`src/rtl/digit_serial_adder_pkg.sv`:
```
// Shared types and sizing helpers for the digit-serial adder.
package adder_pkg;

    typedef enum logic [1:0] {
        IDLE = 2'd0,
        RUN  = 2'd1,
        DONE = 2'd2
    } state_t;

    // Number of digits needed to cover the operand width.
    function automatic int unsigned ndig(input int unsigned width, input int unsigned digit);
        return width / digit;
    endfunction

    // Digit counter width: clog2(NDIG), never narrower than one bit.
    function automatic int unsigned cnt_width(input int unsigned width, input int unsigned digit);
        int unsigned n;
        n = ndig(width, digit);
        return (n <= 1) ? 1 : $clog2(n);
    endfunction

endpackage

```
`src/rtl/digit_serial_adder_digit_adder.sv`:
```
// Combinational DIGIT-bit ripple adder; c_msb is the carry into the top bit.
module digit_adder #(
    parameter int unsigned DIGIT = 4
) (
    input  logic [DIGIT-1:0] x,
    input  logic [DIGIT-1:0] y,
    input  logic             cin,
    output logic [DIGIT-1:0] s,
    output logic             cout,
    output logic             c_msb
);

    logic [DIGIT:0] c;

    always_comb begin
        c    = '0;
        s    = '0;
        c[0] = cin;
        for (int i = 0; i < int'(DIGIT); i++) begin
            s[i]   = x[i] ^ y[i] ^ c[i];
            c[i+1] = (x[i] & y[i]) | (c[i] & (x[i] ^ y[i]));
        end
    end

    assign cout  = c[DIGIT];
    assign c_msb = c[DIGIT-1];

endmodule

```
`src/rtl/digit_serial_adder.sv`:
```
// Multi-cycle adder processing DIGIT bits per clock, LSB digit first.
// Optional subtract mode (sub port) is enabled by defining ADDSUB_EN.
module digit_serial_adder
    import adder_pkg::*;
#(
    parameter int unsigned WIDTH = 16,
    parameter int unsigned DIGIT = 4
) (
    input  logic             clk,
    input  logic             rst,
    input  logic             start,
    input  logic [WIDTH-1:0] a,
    input  logic [WIDTH-1:0] b,
    input  logic             carryin,
`ifdef ADDSUB_EN
    input  logic             sub,
`endif
    output logic             busy,
    output logic             done,
    output logic [WIDTH-1:0] sum,
    output logic             carryout,
    output logic             overflow
);

    localparam int unsigned NDIG  = ndig(WIDTH, DIGIT);
    localparam int unsigned CNT_W = cnt_width(WIDTH, DIGIT);

    state_t             state;
    logic [CNT_W-1:0]   cnt;
    logic [WIDTH-1:0]   opa;
    logic [WIDTH-1:0]   opb;
    logic [WIDTH-1:0]   acc;
    logic               cy;

    logic [DIGIT-1:0]   dsum;
    logic               dcout;
    logic               dcmsb;
    logic [WIDTH-1:0]   acc_next;
    logic               last_digit;

    digit_adder #(.DIGIT(DIGIT)) u_digit (
        .x     (opa[DIGIT-1:0]),
        .y     (opb[DIGIT-1:0]),
        .cin   (cy),
        .s     (dsum),
        .cout  (dcout),
        .c_msb (dcmsb)
    );

    // New digit enters at the top; after NDIG shifts the result is aligned.
    assign acc_next   = WIDTH'({dsum, acc} >> DIGIT);
    assign last_digit = (cnt == CNT_W'(NDIG - 1));

    always_ff @(posedge clk or posedge rst) begin
        if (rst) begin
            state    <= IDLE;
            cnt      <= '0;
            opa      <= '0;
            opb      <= '0;
            acc      <= '0;
            cy       <= 1'b0;
            busy     <= 1'b0;
            done     <= 1'b0;
            sum      <= '0;
            carryout <= 1'b0;
            overflow <= 1'b0;
        end else begin
            case (state)
                IDLE, DONE: begin
                    done <= 1'b0;
                    if (start) begin
                        opa  <= a;
                        cnt  <= '0;
                        busy <= 1'b1;
                        state <= RUN;
`ifdef ADDSUB_EN
                        opb <= sub ? ~b : b;
                        cy  <= sub ? 1'b1 : carryin;
`else
                        opb <= b;
                        cy  <= carryin;
`endif
                    end else begin
                        state <= IDLE;
                    end
                end
                RUN: begin
                    acc <= acc_next;
                    cy  <= dcout;
                    opa <= opa >> DIGIT;
                    opb <= opb >> DIGIT;
                    cnt <= cnt + CNT_W'(1);
                    if (last_digit) begin
                        state    <= DONE;
                        busy     <= 1'b0;
                        done     <= 1'b1;
                        sum      <= acc_next;
                        carryout <= dcout;
                        overflow <= dcout ^ dcmsb;
                    end
                end
                default: begin
                    state <= IDLE;
                    busy  <= 1'b0;
                    done  <= 1'b0;
                end
            endcase
        end
    end

endmodule

```
`config.mk`:
```
export PLATFORM = sky130hd
export DESIGN_NAME = digit_serial_adder
export DESIGN_NICKNAME = d
export VERILOG_FILES = /design/src/rtl/digit_serial_adder_pkg.sv /design/src/rtl/digit_serial_adder_digit_adder.sv /design/src/rtl/digit_serial_adder.sv
export SDC_FILE = /design/constraint.sdc
export NUM_CORES = 1
export LEC_CHECK = 0
export BUFFER_PORTS_ARGS = -buffer_cell sky130_fd_sc_hd__clkbuf_2
export CAP_MARGIN = 5
export CELL_PAD_IN_SITES_DETAIL_PLACEMENT = 0
export CELL_PAD_IN_SITES_GLOBAL_PLACEMENT = 1
export CORE_MARGIN = 5
export CORE_UTILIZATION = 37
export DETAILED_ROUTE_END_ITERATION = 16
export PLACE_DENSITY = 0.82
export SLEW_MARGIN = 0
export SYNTH_ARGS = -nofsm -noshare
export SYNTH_HDL_FRONTEND = slang
export SYNTH_HIERARCHICAL = 1
export SYNTH_SLANG_ARGS = --single-unit
```
`constraint.sdc`:
```
create_clock -name clk -period 2.4 [get_ports clk]
set_input_delay 0.24 -clock clk [delete_from_list [all_inputs] [get_ports clk]]
set_output_delay 0.24 -clock clk [all_outputs]
set_load 0.01 [all_outputs]
```
# After elaboration in Yosys (flattened, before gate mapping)
# Index checks and enable logic that the tools add are counted.
# Widths: inputs -> output; s select.
[classes]
n_addsub = 1
mul = 0
div = 0
order_cmp = 0
eq_ne = 5
shifts = 0
mux = 16
bitwise = 21
n_reduce_logical = 6
[op_table]
columns = ["operator", "n"]
rows = [
  ["$pmux 16 s2", 2],
  ["$mux 16", 2],
  ["$xor 1x1->1", 9],
  ["$and 1x1->1", 8],
  ["$pmux 2 s2", 2],
  ["$mux 1", 6],
  ["$reduce_and 2->1", 3],
  ["$eq 2x2->1 const B", 2],
  ["$mux 2", 2],
  ["$ne 2x2->1 const B", 2],
  ["$or 1x1->1", 4],
  ["$pmux 1 s2", 2],
  ["$add 2x1->2 const B", 1],
  ["$eq 2x1->1 const B", 1],
  ["$logic_not 2->1", 1],
  ["$reduce_bool 2->1", 1],
  ["$reduce_or 2->1", 1],
]
[totals]
register_bits = 73
latchBits = 0
mem_bits_rw = 0
romBits = 0
in_bits = 36
out_inout_bits = 20
elab_cells = 60
mem_count = 0

# Logic depth before layout (Yosys ltp)
[depth]
ltp_word = 10
mapped_depth = 8
ltp_nobuf = 8

# Modules after synthesis
# The synthesis kept the hierarchy.
[by_module_without_submodules]
columns = ["mod", "instances", "cells_per_inst", "area_per_inst_um2", "seq_area_each_um2"]
rows = [
  ["digit_serial_adder", 1, 263, 3016.6, 1701.6],
  ["digit_adder", 1, 12, 110.1, 0.0],
]

# Least setup slack after synthesis
# OpenSTA, ideal clock, no wires.
[synth_path]
path_type = "reg-to-reg"
start = "register opb[0]"
end = "register sum[15]"
setup_ns = 0.125
arrival_ns = 2.066
required_ns = 2.275
setup_slack_ns = 0.209
path_stages_with_launch = 8
path_buffers = 0
synth_period_minus_slack_ns = 2.191
cell_sequence = "dfrtp_1 > fa_1 > inv_1 > fa_1 > fa_1 > inv_1 > fa_1 > mux2_4"
[synth_between]
elab_chain_len = 8
word_cells_on_any_way = 9
cone_classes = "bitwise: 9"
[synth_rtl]
columns = ["item", "line_no", "source"]
rows = [
  ["from (decl)", "digit_serial_adder.sv:31", "logic [WIDTH-1:0] opb;"],
  ["from (signal assigned)", "digit_serial_adder.sv:91", "opb <= opb >> DIGIT;"],
  ["$xor 1x1->1", "digit_serial_adder_digit_adder.sv:21", "c[i+1] = (x[i] & y[i]) | (c[i] & (x[i] ^ y[i]));"],
  ["$and 1x1->1", "digit_serial_adder_digit_adder.sv:21", ""],
  ["$or 1x1->1 *", "digit_serial_adder_digit_adder.sv:21", ""],
  ["$and 1x1->1 *", "digit_serial_adder_digit_adder.sv:21", ""],
  ["$or 1x1->1 *", "digit_serial_adder_digit_adder.sv:21", ""],
  ["$and 1x1->1 *", "digit_serial_adder_digit_adder.sv:21", ""],
  ["$or 1x1->1 *", "digit_serial_adder_digit_adder.sv:21", ""],
  ["via dcmsb", "digit_serial_adder.sv:37", "logic dcmsb;"],
  ["$xor 1x1->1 *", "digit_serial_adder_digit_adder.sv:20", "s[i] = x[i] ^ y[i] ^ c[i];"],
  ["via dsum[3]", "digit_serial_adder.sv:35", "logic [DIGIT-1:0] dsum;"],
  ["to (signal assigned)", "digit_serial_adder.sv:97", "sum <= acc_next;"],
  ["to (decl)", "digit_serial_adder.sv:20", "output logic [WIDTH-1:0] sum,"],
]
# Mark *: on every way through the listed nets, which the timed path passes. The rest lies on a longest branch.
# A chain may end at the register's enable or synchronous reset.

# Final worst setup path
[layout_path]
start = "register cy"
end = "register sum[15]"
[layout_between]
elab_chain_len = 7
[layout_rtl]
columns = ["item", "line_no", "source"]
rows = [
  ["from (decl)", "digit_serial_adder.sv:33", "logic cy;"],
  ["from (signal assigned)", "digit_serial_adder.sv:81", "cy <= carryin;"],
  ["from (signal assigned)", "digit_serial_adder.sv:89", "cy <= dcout;"],
  ["$and 1x1->1", "digit_serial_adder_digit_adder.sv:21", ""],
  ["$or 1x1->1", "digit_serial_adder_digit_adder.sv:21", ""],
  ["$and 1x1->1", "digit_serial_adder_digit_adder.sv:21", ""],
  ["$or 1x1->1", "digit_serial_adder_digit_adder.sv:21", ""],
  ["$and 1x1->1", "digit_serial_adder_digit_adder.sv:21", ""],
  ["$or 1x1->1", "digit_serial_adder_digit_adder.sv:21", ""],
  ["via dcmsb", "digit_serial_adder.sv:37", ""],
  ["$xor 1x1->1", "digit_serial_adder_digit_adder.sv:20", ""],
  ["via dsum[3]", "digit_serial_adder.sv:35", ""],
]
# The timed path passes the listed nets, and every way through them passes these cells.

==> summary.md <==
| Metric | Value |
|---|---|
| Worst-Skew Late Latency | `340 ps` |
| Total leakage power | `1.79 nW` |
| Initial antenna violation count | `0` |
| Number of synthesis warnings | `6` |
| # setup viols final | `0` |
| Clock root cell | `clkbuf_8` |
| Post-Syn Area | `3130 um^2` |
| Unrepaired setup endpoints after global routing | `no` |
| Layout Skew | `8.45 ps` |
| Placer Congestion | `0.735` |
| #FFs+latches synth | `68` |
| Outcome | `finished clean` |
| Vias/cell | `4.84` |
| 1st-iter DRT viols | `62` |
| Grt ovf | `0` |
| TNS Setup | `0 ps` |
| Sw Share | `37.9%` |
| Initial core utilization | `38.1%` |
| Vias in the first global route | `2265` |
| Via count | `2113` |
| Post-synth EDFFs | `0` |
| First-pass GRT wire length | `10.8 mm` |
| Share of layout cells above drive strength 1 | `27.4%` |
| Drt drc | `0` |
| CP Capture Type | `flop` |
| CP required | `2620 ps` |
| Final Hold Viols | `0` |
| Mean Syn Cell Area | `11.4 um^2` |
| Total global-route track usage | `13.2%` |
| I/O Buffers | `55` |
| Seq/Total Area, Yosys | `54.4%` |
| Largest net degree at the start of global routing | `42` |
| Final period utilization | `94.9%` |
| Final Core Density | `43.9%` |
| Syn Inst Count | `275` |
| Max-slew headroom | `56.8%` |
| CP startpoint | `cy$_DFFE_PP0P_` |
| Die Ht | `102 um` |
| Power density cells | `1380 nW/um^2` |
| Netlist cell types | `32` |
| Worst Setup Start Kind | `flop` |
| Max-cap viol count | `0` |
| Hold WC Path Type | `in2reg` |
| Ant diodes | `0` |
| Post-synth top cells | `68 x dfrtp_1, 42 x nand2_1, 17 x nor2_1` |
| Area leader, netlist | `dfrtp_1` |
| Area growth syn-to-layout | `15.2%` |
| Slew @ Worst Pin | `647 ps` |
| Synth Net Count | `316` |
| Final antenna-violating net count | `0` |
| CTS Buffer Depth | `2` |
| Internal cell power | `0.00310 W` |
| TritonCTS clock tree | `built` |
| Top FF cell, synth | `dfrtp_1` |
| Placeable Area | `8220 um^2` |
| CP max FO | `3` |
| Site Rows | `33` |
| Detailed Routing Iterations Pass 1 | `4` |
| DIE WIDTH | `102 um` |
| Clock power frac | `16.6%` |
| Clk slew on worst S/H paths | `70 ps` |
| Post-Route WL | `6.38 mm` |
| Seq pwr share | `41.9%` |
| Async set-reset flop share out of synthesis | `100%` |
| Average wire per standard cell | `14.6 um` |
| Top cell type's share of synthesized area | `54.4%` |
| Worst vdd ir | `533 uV` |
| Most frequent cell after synthesis | `dfrtp_1` |
| HP Start | `a[4]` |
| R2r startpoint | `cy$_DFFE_PP0P_` |
| Arr. time, crit path | `2500 ps` |
| Final hold slack | `120 ps` |
| Io pins | `56` |
| Max Slew Vio Count | `0` |
| Cts bufs inserted | `9` |
| NetSw | `0.00189 W` |
| Minimum clock period | `2280 ps` |
| Layout Nets | `369` |
| Max Clock Freq | `439 MHz` |
| Logic gate share of total power | `41.6%` |
| Synth area leaders | `dfrtp_1 54%, nand2_1 5.0%, mux2_4 4.8%` |
| Clock sink count | `68` |
| Worst Setup Path Type | `reg2reg` |
| Final HPWL DP | `4.46 mm` |
| DIE AREA | `10400 um^2` |
| CTS H-tree lvls | `3` |
power groups by stage:
stage / clock network [W] / logic [W] / registers [W]
final: 0.000825 / 0.00207 / 0.00209
after global routing: 0.000895 / 0.00237 / 0.00216
after CTS: 0.000858 / 0.00210 / 0.00209
after detailed placement: 0 / 0.00210 / 0.00211
after global placement: 0 / 0.00203 / 0.00208
after floorplan: 0 / 0.00168 / 0.00204
critical path, cell delays in order, from the launching register on:
cell     delay [ps]
dfrtp_1         390
fa_1            180
inv_1            50
fa_1            380
fa_1            390
inv_2            80
fa_1            420
mux2_4          270
layer usage:
| metal | vias to the layer above | track usage (%) | part of all wire (%) |
|---|---|---|---|
| met2 | 56 | 20.2 | 44 |
| met3 | 8 | 5.67 | 6.8 |
| met1 | 1003 | 17.7 | 48 |
| li1 | 1046 | - | - |
| met5 | - | 0 | 0 |
| met4 | 0 | 2.72 | 0.92 |
registers in the layout, summed over array words and instances, names as in the netlist:
signal	cells
acc	12
busy	1
carryout	1
cnt	2
cy	1
opa	16
opb	16
overflow	1
state	2
sum	16
timing repair:
item,4_1_cts,5_1_grt
hold buffers,1,0
gates resized for setup,0,1
endpoints found under the setup margin,0,1
buffers inserted,0,0
hold endpoints to repair,27,0
placed cells by master (no fill, tap or decap), types with 7 or more instances in the layout:
| cell | count |
|---|---|
| mux2_1 | 7 |
| a21oi_1 | 8 |
| nand2_1 | 42 |
| mux2i_1 | 12 |
| a211oi_1 | 8 |
| clkbuf_8 | 11 |
| nor2_1 | 17 |
| nor3_1 | 14 |
| dfrtp_1 | 68 |
| clkbuf_2 | 55 |
| o22ai_1 | 14 |
| mux2_4 | 10 |
| nor2b_1 | 8 |
| inv_1 | 8 |
final timing paths:
| check | end | slack, ps | cells after the start |
|---|---|---|---|
| max in group asynchronous | overflow$_DFFE_PP0P_ | 1230 | 4 |
| worst min register to register | acc[7]$_DFFE_PP0P_ | 470 | 2 |
| worst max register to register | sum[15]$_DFFE_PP0P_ | 120 | 7 |
| worst min-delay path | opa[4]$_DFFE_PP0P_ | 120 | 3 |
| worst max-delay path | sum[15]$_DFFE_PP0P_ | 120 | 7 |
| min in group asynchronous | sum[2]$_DFFE_PP0P_ | 520 | 3 |
cell families (layout without fill, tap and decap cells):
logic type / after synthesis / after routing / share of synthesized area, %
XOR/XNOR: 2 / 2 / 0.560
buffers and inverters: 30 / 87 / 6.52
multiplexers: 30 / 30 / 11.5
adder cells (fa/ha/maj): 5 / 5 / 2.96
AO/OA/AOI/OAI: 45 / 45 / 9.40
AND/OR/NAND/NOR: 95 / 95 / 14.6
flip-flops: 68 / 68 / 54.4
metrics by stage:
stage,std cells,power (W),worst slack (ps),area [um^2]
after global routing,437,0.00543,7.12,3600
after global placement,421,0.00411,153,3420
after floorplan,275,0.00372,209,3130
final,437,0.00498,123,3600
after detailed placement,421,0.00421,129,3420
after CTS,437,0.00506,107,3600
layout make-up:
class / instances / area [um^2]
Inverter: 10 / 37.5
Timing Repair Buffer: 62 / 343
Clock inverter: 2 / 10.0
Tap cell: 105 / 131
Multi-Input combinational cell: 177 / 1220
Fill cell: 809 / 4610
Clock buffer: 13 / 159
Sequential cell: 68 / 1700
No activity file was read; power rests on OpenSTA's default activity.
